## config.mk

```make
export PLATFORM = sky130hd
export DESIGN_NAME = acc_bank
export DESIGN_NICKNAME = d
export VERILOG_FILES = /design/src/rtl/acc_bank.sv
export SDC_FILE = /design/constraint.sdc
export NUM_CORES = 1
export LEC_CHECK = 0
export ABC_AREA = 1
export CAP_MARGIN = 20
export CORE_UTILIZATION = 25
export CTS_CLUSTER_DIAMETER = 120
export CTS_CLUSTER_SIZE = 14
export DETAILED_ROUTE_END_ITERATION = 10
export GPL_ROUTABILITY_DRIVEN = 1
export PLACE_DENSITY = 0.48
export SYNTH_ARGS = -nofsm -noshare
export SYNTH_HDL_FRONTEND = slang
export SYNTH_SLANG_ARGS = --single-unit
```

## constraint.sdc

```tcl
create_clock -name CLK -period 4 [get_ports CLK]
set_input_delay 1 -clock CLK [delete_from_list [all_inputs] [get_ports CLK]]
set_output_delay 1 -clock CLK [all_outputs]
set_load 0.03 [all_outputs]
```

## src/rtl/acc_bank.sv

```systemverilog
// acc_bank: NUM_ACC flagged accumulators with load/add/sub/clear, bit-serial shifts
// and a registered output-enabled readback port.
module acc_bank #(
  parameter int WIDTH = 8,
  parameter int NUM_ACC = 4,
  parameter bit SAT_EN = 1'b0,
  localparam int SW = (NUM_ACC > 1) ? $clog2(NUM_ACC) : 1,
  localparam int CW = $clog2(WIDTH) + 1
) (
  input  logic             CLK,
  input  logic             RESET_N,
  input  logic [WIDTH-1:0] Acc_in,
  input  logic [SW-1:0]    sel,
  input  logic [2:0]       op,
  input  logic [CW-1:0]    shamt,
  input  logic             op_valid,
  output logic             op_ready,
  input  logic             OE,
  output logic [WIDTH-1:0] Acc_out,
  output logic             zero,
  output logic             carry,
  output logic             ovf
);
  localparam logic [2:0] OP_LOAD = 3'b001, OP_ADD = 3'b010, OP_SUB = 3'b011,
                         OP_CLR = 3'b100, OP_SHL = 3'b101, OP_SHR = 3'b110;
  typedef enum logic {IDLE, SHIFT} state_t;
  state_t r_state;
  logic [WIDTH-1:0] r_acc [NUM_ACC];
  logic [CW-1:0]    r_cnt;
  logic [SW-1:0]    r_tgt;
  logic             r_dir;
  logic             w_hit, w_aovf, w_sovf, w_out;
  logic [WIDTH-1:0] w_a, w_t, w_sat, w_add, w_sub, w_step;
  logic [WIDTH:0]   w_sum, w_dif;
  logic [CW-1:0]    w_amt;
  assign op_ready = (r_state == IDLE);
  assign w_hit  = 32'(sel) < NUM_ACC;
  assign w_a    = w_hit ? r_acc[sel] : '0;
  assign w_sum  = {1'b0, w_a} + {1'b0, Acc_in};
  assign w_dif  = {1'b0, w_a} - {1'b0, Acc_in};
  assign w_aovf = (w_a[WIDTH-1] == Acc_in[WIDTH-1]) && (w_sum[WIDTH-1] != w_a[WIDTH-1]);
  assign w_sovf = (w_a[WIDTH-1] != Acc_in[WIDTH-1]) && (w_dif[WIDTH-1] != w_a[WIDTH-1]);
  // Overflow direction always follows the accumulator's sign for both ADD and SUB
  assign w_sat  = w_a[WIDTH-1] ? {1'b1, {(WIDTH-1){1'b0}}} : {1'b0, {(WIDTH-1){1'b1}}};
  assign w_add  = (SAT_EN && w_aovf) ? w_sat : w_sum[WIDTH-1:0];
  assign w_sub  = (SAT_EN && w_sovf) ? w_sat : w_dif[WIDTH-1:0];
  assign w_amt  = (shamt > CW'(WIDTH)) ? CW'(WIDTH) : shamt;
  assign w_t    = r_acc[r_tgt];
  assign w_step = r_dir ? {1'b0, w_t[WIDTH-1:1]} : {w_t[WIDTH-2:0], 1'b0};
  assign w_out  = r_dir ? w_t[0] : w_t[WIDTH-1];
  always_ff @(posedge CLK) begin
    if (!RESET_N) begin
      for (int i = 0; i < NUM_ACC; i++) r_acc[i] <= '0;
      Acc_out <= '0;
      zero    <= 1'b0;
      carry   <= 1'b0;
      ovf     <= 1'b0;
      r_state <= IDLE;
      r_cnt   <= '0;
      r_tgt   <= '0;
      r_dir   <= 1'b0;
    end else begin
      if (OE) Acc_out <= w_a;
      if (r_state == SHIFT) begin
        r_acc[r_tgt] <= w_step;
        r_cnt <= r_cnt - CW'(1);
        if (r_cnt == CW'(1)) begin
          r_state <= IDLE;
          zero    <= (w_step == '0);
          carry   <= w_out;
          ovf     <= 1'b0;
        end
      end else if (op_valid && w_hit) begin
        case (op)
          OP_LOAD: begin
            r_acc[sel] <= Acc_in;
            zero <= (Acc_in == '0);
            carry <= 1'b0;
            ovf <= 1'b0;
          end
          OP_ADD: begin
            r_acc[sel] <= w_add;
            zero <= (w_add == '0);
            carry <= w_sum[WIDTH];
            ovf <= w_aovf;
          end
          OP_SUB: begin
            r_acc[sel] <= w_sub;
            zero <= (w_sub == '0);
            carry <= w_dif[WIDTH];
            ovf <= w_sovf;
          end
          OP_CLR: begin
            r_acc[sel] <= '0;
            zero <= 1'b1;
            carry <= 1'b0;
            ovf <= 1'b0;
          end
          OP_SHL, OP_SHR: begin
            if (w_amt == '0) begin
              zero <= (w_a == '0);
              carry <= 1'b0;
              ovf <= 1'b0;
            end else begin
              r_state <= SHIFT;
              r_cnt <= w_amt;
              r_tgt <= sel;
              r_dir <= (op == OP_SHR);
            end
          end
          default: ;
        endcase
      end
    end
  end
endmodule

```

==> reports/results.ini <==
[grt]
grt_pass1_wl_mm = 20.2
antenna_found_initial = 0
grt_util_all_layers_pct = 16.1
grt_overflow_total = 0
grt_max_degree = 19
grt_pass1_vias = 3879

[synth]
synthDistinctLibCells = 43
yosysTopAreaCell = edfxtp_1
ys_seq_area_share_pct = 34.9
synth.top_cells.by_count = nand2_1 (191), nor2_1 (63), nand3_1 (54), inv_1 (49), a21oi_1 (37)
synth.area.top_cells = edfxtp_1 (24%), nand2_1 (18%), dfxtp_1 (11%), nand3_1 (6.8%), ha_1 (6.0%)
netlist.area_leader.share_pct = 24.3
synth-async-reset-ratio_pct = 0
ys_warn_count = 0
synth.most_common_cell = nand2_1
synth-edff-count = 32
ys_seq_elements = 53
synth_nets = 627
postSynthCellCount = 585
syn_area_per_cell_sq_um = 6.77
synth_ff_type = edfxtp_1
syn_area_sq_um = 3960

[route]
drt_pass1_iterations = 4
first_iter_violations = 243
ant_nets = 0
via_per_inst = 4.74
drt-total-wl_mm = 12.6
drcViolationCount = 0
vias = 3975
post_drt_wl_per_cell_um = 15.1

[clock_network]
cts_num_sinks = 53
clock-root-buffer = clkbuf_16
clockBufferDepth = 2
cts_hold_buf = 0
ctsResizeCount = 0
clkTransAtPathRegs_ns = 0.07
post-cts-setup-buffers = 0
cts_tree = yes
clkLatencyLatePin_ns = 0.29
cts_max_level = 2
cts_made_buffers = 5

[floorplan]
fp.dieH_um = 128
dieArea_sq_um = 16300
start_util_pct = 25.8
num_io_pins = 33
core_area_sq_um = 15300
dieWidth_um = 128
row_count = 45

[hold_path]
hold_class = reg -> reg

[timing]
timing.final.crit_share_pct = 87.8
setup_violations = 0
max_freq_ghz = 0.285
fin_worst_skew_ns = 0.00454
rsz0062_at_grt = false
finalHoldViolCount = 0
worst_pin_slew_ns = 0.654
drv_slew = 0
slew-limit-headroom_pct = 56.3
period_minus_slack_ns = 3.51
finalSetupTns_ns = 0

[worst_setup_path]
worstSetupStartpointType = primary input
crit_path_end_kind = flop
arrival_ns = 3.55
crit_required_ns = 4.04
path_class = in -> reg
path_max_fanout = 15

[pwr]
power_mw = 1.64
comb_power_share_pct = 29.4
clkPwrFrac_pct = 31.1
p_int_mw = 1.10
peakVddDrop_uv = 190
p_sw_mw = 0.543
p_sw_share_pct = 33.1
power.share.sequential_pct = 39.4
power_density_nw_per_um2 = 345
leakage_nw = 2.13

[place]
detailed_place_hpwl_mm = 9.85
portBuffers = 32
gp_congestion = 0.862

[final_layout]
drive_above_1_share_pct = 9.73
area_delta_synth_final_pct = 20.3
antenna_cells = 0
fin_nets = 668
n_fill_cell = 1678

[run_status]
status = complete, no violations

[job]
cap_violations = 0

[logic make-up (layout without fill, tap and decap cells)]
logic type | count (synthesis) | count (layout) | share of synthesized area [%]
fa+ha+maj | 21 | 21 | 7.02
flops | 53 | 53 | 34.9
buf+inv | 85 | 127 | 9.26
xor+xnor | 2 | 2 | 0.443
compound gates | 89 | 89 | 12.5
simple gates | 335 | 335 | 35.9
[power by group through the flow]
stage	Clock [mW]	Combinational [mW]	Sequential [mW]
2_1_floorplan	0	0.301	0.662
3_3_place_gp	0	0.479	0.659
3_5_place_dp	0	0.481	0.659
4_1_cts	0.519	0.483	0.647
5_1_grt	0.540	0.544	0.653
6_report	0.511	0.483	0.647
[per-layer routing]
metal	GRT usage, %	wire (um)	share of wire [%]
met1	21.4	5900	47
met2	26.5	5810	46
met3	1.92	626	5.0
met4	6.37	283	2.2
met5	0	0	0
[flip-flops by register name (all words and copies together), names as in the netlist, named ones only]
signal,cells
r_dir,1
r_tgt,2
r_cnt,4
r_state,1
r_acc,32
carry,1
ovf,1
zero,1
Acc_out,8
[path summary, 6_finish.rpt]
path | to | slack [ns] | start | cells after the start
max reg2reg | r_acc[2][6] | 1.48 | r_acc[3][0] | 16
min | ovf | 0.47 | ovf | 2
max | r_acc[2][6] | 0.49 | sel[0] | 17
min reg2reg | ovf | 0.47 | ovf | 2
[stage by stage]
step | hold slack (ns) | instance area (sq um) | utilization [%] | worst slack [ns] | std cells
after floorplan | 0.480 | 3960 | - | 0.833 | 585
after global placement | 0.456 | 4580 | 29.9 | 0.196 | 830
after detailed placement | 0.468 | 4580 | 29.9 | 0.192 | 830
after CTS | 0.480 | 4760 | 31.1 | 0.500 | 838
after global routing | 0.510 | 4760 | 31.1 | 0.228 | 838
final | 0.473 | 4760 | 31.1 | 0.488 | 838
[critical path: stages]
cell	delay [ns]
clkdlybuf4s50_1	0.49
buf_4	0.23
nand2_1	0.07
nand3_1	0.09
nand2_1	0.11
ha_1	0.23
fa_1	0.39
inv_1	0.10
nand2_1	0.06
nand2_1	0.09
nand4_1	0.12
nand2_1	0.09
nand2_1	0.06
nand2_1	0.10
o22ai_1	0.08
nand2_1	0.14
a21oi_1	0.08
[layout by cell type (no fill, tap or decap), types with 10 or more instances in the layout]
cell type,netlist,layout
edfxtp_1,32,32
nand2_1,191,191
inv_2,15,15
o21ai_0,27,27
ha_1,19,19
clkdlybuf4s50_1,0,32
nor2_1,63,63
o21ai_1,10,10
a21oi_1,37,37
nand3_1,54,54
buf_4,4,20
inv_1,49,49
dfxtp_1,21,21
[layout make-up]
cell class	count	area (sq um)	area share, %
timing repair buffer	52	470	9.88
tap	211	264	5.54
clock buffer	7	175	3.68
multi-input combinational	447	2210	46.4
inverter	67	256	5.38
clock inverter	1	5.00	0.105
sequential	53	1380	29.0
No activity file was read; power rests on OpenSTA's default activity.
==> patch 1, RTL diff (config.mk and constraints unchanged) <==
Change the parameter `SAT_EN` from 1'b0 to 1'b1.
--- a/src/rtl/acc_bank.sv
+++ b/src/rtl/acc_bank.sv
@@ -3,7 +3,7 @@
 module acc_bank #(
   parameter int WIDTH = 8,
   parameter int NUM_ACC = 4,
-  parameter bit SAT_EN = 1'b0,
+  parameter bit SAT_EN = 1'b1,
   localparam int SW = (NUM_ACC > 1) ? $clog2(NUM_ACC) : 1,
   localparam int CW = $clog2(WIDTH) + 1
 ) (
Check against the original RTL: not equivalent (a bounded check fails within 4 cycles, from zero or initial values and one cycle with RESET_N low).
==> patch 1 against the original RTL <==
Worst setup slack got worse by 460 ps. Routed wire length rose by 12%. Final area rose by 22%. Non-clock buffer count rose by 66. Power rose by 15%. Via count rose by 8.1%. Synthesized area rose by 2.9%. Sequential cell count did not move. Clock power fell by 7.2%. Critical endpoint is now r_acc[2][2]. Largest power group is now combinational logic.
==> patch 1: results (changes against the original RTL) <==
{
  "dpl.hpwl": {"value": 10800, "unit": "um", "change": "was 9850 um"},
  "peak_supply_drop": {"value": 0.000155, "unit": "V", "change": "was 0.000190 V"},
  "timing.critical_path.arrival": {"value": 4010, "unit": "ps", "change": "was 3550 ps"},
  "grt_pass1_vias": {"value": 4120, "change": "was 3879"},
  "initialDrtViolationCount": {"value": 256, "change": "was 243"},
  "wl": {"value": 14100, "unit": "um", "change": "was 12600 um"},
  "synth_top_cells_by_area": {"value": "sky130_fd_sc_hd__edfxtp_1 (24%), sky130_fd_sc_hd__nand2_1 (15%), sky130_fd_sc_hd__dfxtp_1 (10%)", "change": "was sky130_fd_sc_hd__edfxtp_1 (24%), sky130_fd_sc_hd__nand2_1 (18%), sky130_fd_sc_hd__dfxtp_1 (11%)"},
  "detail_route.first_pass.iterations": {"value": 5, "change": "was 4"},
  "run_status": {"value": "finished clean", "change": "unchanged"},
  "grt_use_total": {"value": 17.4, "unit": "%", "change": "was 16.1%"},
  "ys_top_cells_by_count": {"value": "sky130_fd_sc_hd__nand2_1 (162), sky130_fd_sc_hd__inv_1 (67), sky130_fd_sc_hd__a21oi_1 (63)", "change": "was sky130_fd_sc_hd__nand2_1 (191), sky130_fd_sc_hd__nor2_1 (63), sky130_fd_sc_hd__nand3_1 (54)"},
  "cp_top_family": {"value": "compound AO/OA/AOI/OAI gates", "change": "was simple AND/OR/NAND/NOR gates"},
  "nFillCells": {"value": 1678, "change": "unchanged"},
  "dp_cells": {"value": 871, "change": "was 830"},
  "cts-buffers-inserted": {"value": 5, "change": "unchanged"},
  "grt_start_max_net_pins": {"value": 20, "change": "was 19"},
  "final_layout_size_suffix_gt1_share": {"value": 28.3, "unit": "%", "change": "was 9.73%"},
  "synth.lib_cells_used.distinct": {"value": 48, "change": "was 43"},
  "num-nets-final": {"value": 731, "change": "was 668"},
  "route.detailed.wl_per_inst": {"value": 15.6, "unit": "um", "change": "was 15.1 um"},
  "num_vias": {"value": 4296, "change": "was 3975"},
  "path_max_fanout": {"value": 5, "change": "was 15"},
  "clock_insertion_delay_at_the_later_pin_of_the_skew_report_ps": 300,
  "fin_skew": {"value": 4.69, "unit": "ps", "change": "was 4.54 ps"},
  "place_congestion": {"value": 0.853, "change": "was 0.862"},
  "slowest_stage": {"value": "sky130_fd_sc_hd__fa_2", "change": "was sky130_fd_sc_hd__clkdlybuf4s50_1"},
  "syn-num-nets": {"value": 623, "change": "was 627"},
  "grt_first_pass_wirelength": {"value": 21900, "unit": "um", "change": "was 20200 um"},
  "yosysSeqAreaShare": {"value": 33.9, "unit": "%", "change": "was 34.9%"},
  "p_leak": {"value": 2.53, "unit": "nW", "change": "was 2.13 nW"},
  "ys.warnings.count": {"value": 0, "change": "unchanged"},
  "post_synth_inst_count": {"value": 577, "change": "was 585"},
  "maxSlewHeadroom": {"value": 60.5, "unit": "%", "change": "was 56.3%"}
}
## patch 1: changes by cell type after synthesis, moves of 3 or more
cell / unedited run / this run
sky130_fd_sc_hd__nand3_2: 1 / 6
sky130_fd_sc_hd__inv_2: 15 / 5
sky130_fd_sc_hd__a21oi_1: 37 / 63
sky130_fd_sc_hd__o21ai_0: 27 / 30
sky130_fd_sc_hd__nand3_1: 54 / 44
sky130_fd_sc_hd__o21ai_2: 0 / 3
sky130_fd_sc_hd__nand2_1: 191 / 162
sky130_fd_sc_hd__o21ai_1: 10 / 4
sky130_fd_sc_hd__inv_1: 49 / 67
sky130_fd_sc_hd__nor2_1: 63 / 43
## patch 1: final cells by class
cell class              instances  area (um2)  area share [%]
repair inverters                1        6.26           0.108
inverters                      73         289            4.97
flip-flops and latches         53        1380            23.8
well taps                     216         270            4.65
repair buffers                118        1000            17.2
clock buffers                   6         150            2.58
multi-input cells             433        2710            46.6
clock inverters                 2        10.0           0.172
## patch 1: repair_timing
action	CTS	global route
pin swaps	19	36
hold buffers	0	0
setup buffers	12	9
endpoints found under the hold margin	0	0
resized for setup	46	51
cloned	2	0
setup endpoints to repair	33	30
## patch 1: where the power goes
part | switching (mW) | internal (mW)
Combinational | 0.435 | 0.334
Sequential | 0.0282 | 0.620
Clock | 0.205 | 0.269
Total | 0.668 | 1.22
## patch 1: cells by family (layout without fill, tap and decap cells)
kind of cell	count (synthesis)	after routing	share of synthesized area [%]
compound gates	122	122	17.1
xor+xnor	4	4	0.860
flops	53	53	33.9
mux	1	1	0.246
buf+inv	91	200	9.46
fa+ha+maj	25	25	8.42
simple gates	281	281	30.0
## patch 1: per-stage QoR
step,area [um2],hold WS (ps),TNS [ps],power [mW],worst slack (ps)
floorplan,4180,489,-2.16,1.04,-1.08
CTS,5570,504,0,1.83,25.7
finish,5820,518,0,1.89,29.4
global route,5820,538,-1540,2.00,-110
detailed placement,5090,491,-25650,1.28,-870
global placement,5090,483,-23480,1.28,-804
## patch 1: tightest hold or removal path: cells and delay by family (launching register included)
family	cells	cell delay [ps]
flip-flops	1	330
AND/OR/NAND/NOR	1	90
AO/OA/AOI/OAI	1	50
## patch 1: path summary, 6_finish.rpt
path	slack, ps	end	start	depth (start not counted)
hold reg to reg	520	ovf	ovf	2
hold / removal	520	ovf	ovf	2
setup / recovery	30	r_acc[2][2]	sel[0]	20
setup reg to reg	550	r_acc[2][2]	r_acc[3][3]	18
## patch 1: layer usage
| metal | wire [um] | global-route usage [%] | vias to the layer above |
|---|---|---|---|
| met5 | 0 | 0 | - |
| met4 | 316 | 6.02 | 0 |
| met1 | 6670 | 24.4 | 2017 |
| li1 | - | - | 2136 |
| met3 | 804 | 2.64 | 19 |
| met2 | 6310 | 27.0 | 124 |
==> patch 2, RTL diff (config.mk and constraints unchanged) <==
Without the edit above. Reset style: asynchronous (`RESET_N`), changed in one clocked block.
--- a/src/rtl/acc_bank.sv
+++ b/src/rtl/acc_bank.sv
@@ -48,7 +48,7 @@
   assign w_t    = r_acc[r_tgt];
   assign w_step = r_dir ? {1'b0, w_t[WIDTH-1:1]} : {w_t[WIDTH-2:0], 1'b0};
   assign w_out  = r_dir ? w_t[0] : w_t[WIDTH-1];
-  always_ff @(posedge CLK) begin
+  always_ff @(posedge CLK or negedge RESET_N) begin
     if (!RESET_N) begin
       for (int i = 0; i < NUM_ACC; i++) r_acc[i] <= '0;
       Acc_out <= '0;
Function: changed (a bounded check fails within 4 cycles, from zero or initial values and one cycle with RESET_N low; the reset may be asserted at any time).
==> patch 2 against the original RTL <==
Worst setup slack worse by 210 ps. Register-to-register slack lost 290 ps. Final area increased by 23%. Synthesized cell count increased by 41%. Sequential cell count is 2 lower. Synthesized area up 24%. Routed wire length increased by 49%. Clock skew is 5.5 ps higher.
Power is not compared: it rests on default switching activity, and its combinational part moved more than twofold at a synthesized area within 25%.
==> patch 2: results (changes against the original RTL) <==
{
  "met2WireLength": {"value": 8260, "unit": "um", "change": "was 5810 um"},
  "timing.critical_path.arrival": {"value": 3950, "unit": "ps", "change": "was 3550 ps"},
  "wire_length_on_met1": {"value": 8770, "unit": "um", "change": "was 5900 um"},
  "multi_input_logic_portion_of_the_cell_area": {"value": 53.0, "unit": "%", "change": "was 46.4%"},
  "final_layout_size_suffix_gt1_share": {"value": 9.37, "unit": "%", "change": "was 9.73%"},
  "r2r_start": {"value": "r_acc[8]", "change": "was r_acc[3][0]"},
  "ys_top_cells_by_count": {"value": "sky130_fd_sc_hd__nand2_1 (258), sky130_fd_sc_hd__nor2_1 (117), sky130_fd_sc_hd__nand3_1 (85)", "change": "was sky130_fd_sc_hd__nand2_1 (191), sky130_fd_sc_hd__nor2_1 (63), sky130_fd_sc_hd__nand3_1 (54)"},
  "synth_compound_area_share": {"value": 16.4, "unit": "%", "change": "was 12.5%"},
  "syn-num-nets": {"value": 865, "change": "was 627"},
  "min_to": {"value": "r_acc[10]", "change": "was ovf"},
  "final.signal_buffer_count": {"value": 68, "change": "was 52"},
  "synth-adder-area-share": {"value": 5.68, "unit": "%", "change": "was 7.02%"},
  "place_congestion": {"value": 0.892, "change": "was 0.862"},
  "regArea": {"value": 1280, "unit": "um2", "change": "was 1380 um2"},
  "clock_insertion_delay_at_the_later_pin_of_the_skew_report": {"value": 310, "unit": "ps", "change": "was 290 ps"},
  "num-clock-buffers": {"value": 6, "change": "was 7"},
  "dp_cells": {"value": 1127, "change": "was 830"},
  "fin_skew": {"value": 9.99, "unit": "ps", "change": "was 4.54 ps"},
  "cts_num_sinks": {"value": 51, "change": "was 53"},
  "yosysSeqAreaShare": {"value": 26.1, "unit": "%", "change": "was 34.9%"},
  "viasPerCell": {"value": 4.91, "change": "was 4.74"},
  "run_status": {"value": "finished clean", "change": "unchanged"},
  "grt_use_met3": {"value": 2.40, "unit": "%", "change": "was 1.92%"},
  "path_max_fanout": {"value": 18, "change": "was 15"},
  "synth.lib_cells_used.distinct": {"value": 38, "change": "was 43"},
  "grt_util_met1": {"value": 26.5, "unit": "%", "change": "was 21.4%"},
  "dpl.hpwl": {"value": 14800, "unit": "um", "change": "was 9850 um"}
}
## patch 2: cell count changes after synthesis, moves of 15 or more
cell / change
sky130_fd_sc_hd__nor2_1: +54
sky130_fd_sc_hd__dfrtp_1: +51
sky130_fd_sc_hd__edfxtp_1: -32
sky130_fd_sc_hd__nand3_1: +31
sky130_fd_sc_hd__nand2_1: +67
sky130_fd_sc_hd__o21ai_0: +15
sky130_fd_sc_hd__dfxtp_1: -21
sky130_fd_sc_hd__inv_1: +35
## patch 2: power by group
part | internal, mW | total, mW | switching, mW
Combinational | 0.853 | 2.57 | 1.72
Sequential | 0.742 | 0.973 | 0.231
Clock | 0.360 | 0.579 | 0.219
## patch 2: through the flow
stage | power (mW) | hold slack (ps) | worst slack [ps] | cell area [um2]
detailed placement | 3.51 | 490 | -161 | 5690
global placement | 3.55 | 500 | -133 | 5690
global route | 4.47 | 531 | 64.3 | 5880
floorplan | 2.59 | 464 | 914 | 4890
finish | 4.13 | 511 | 280 | 5880
CTS | 4.10 | 511 | 147 | 5870
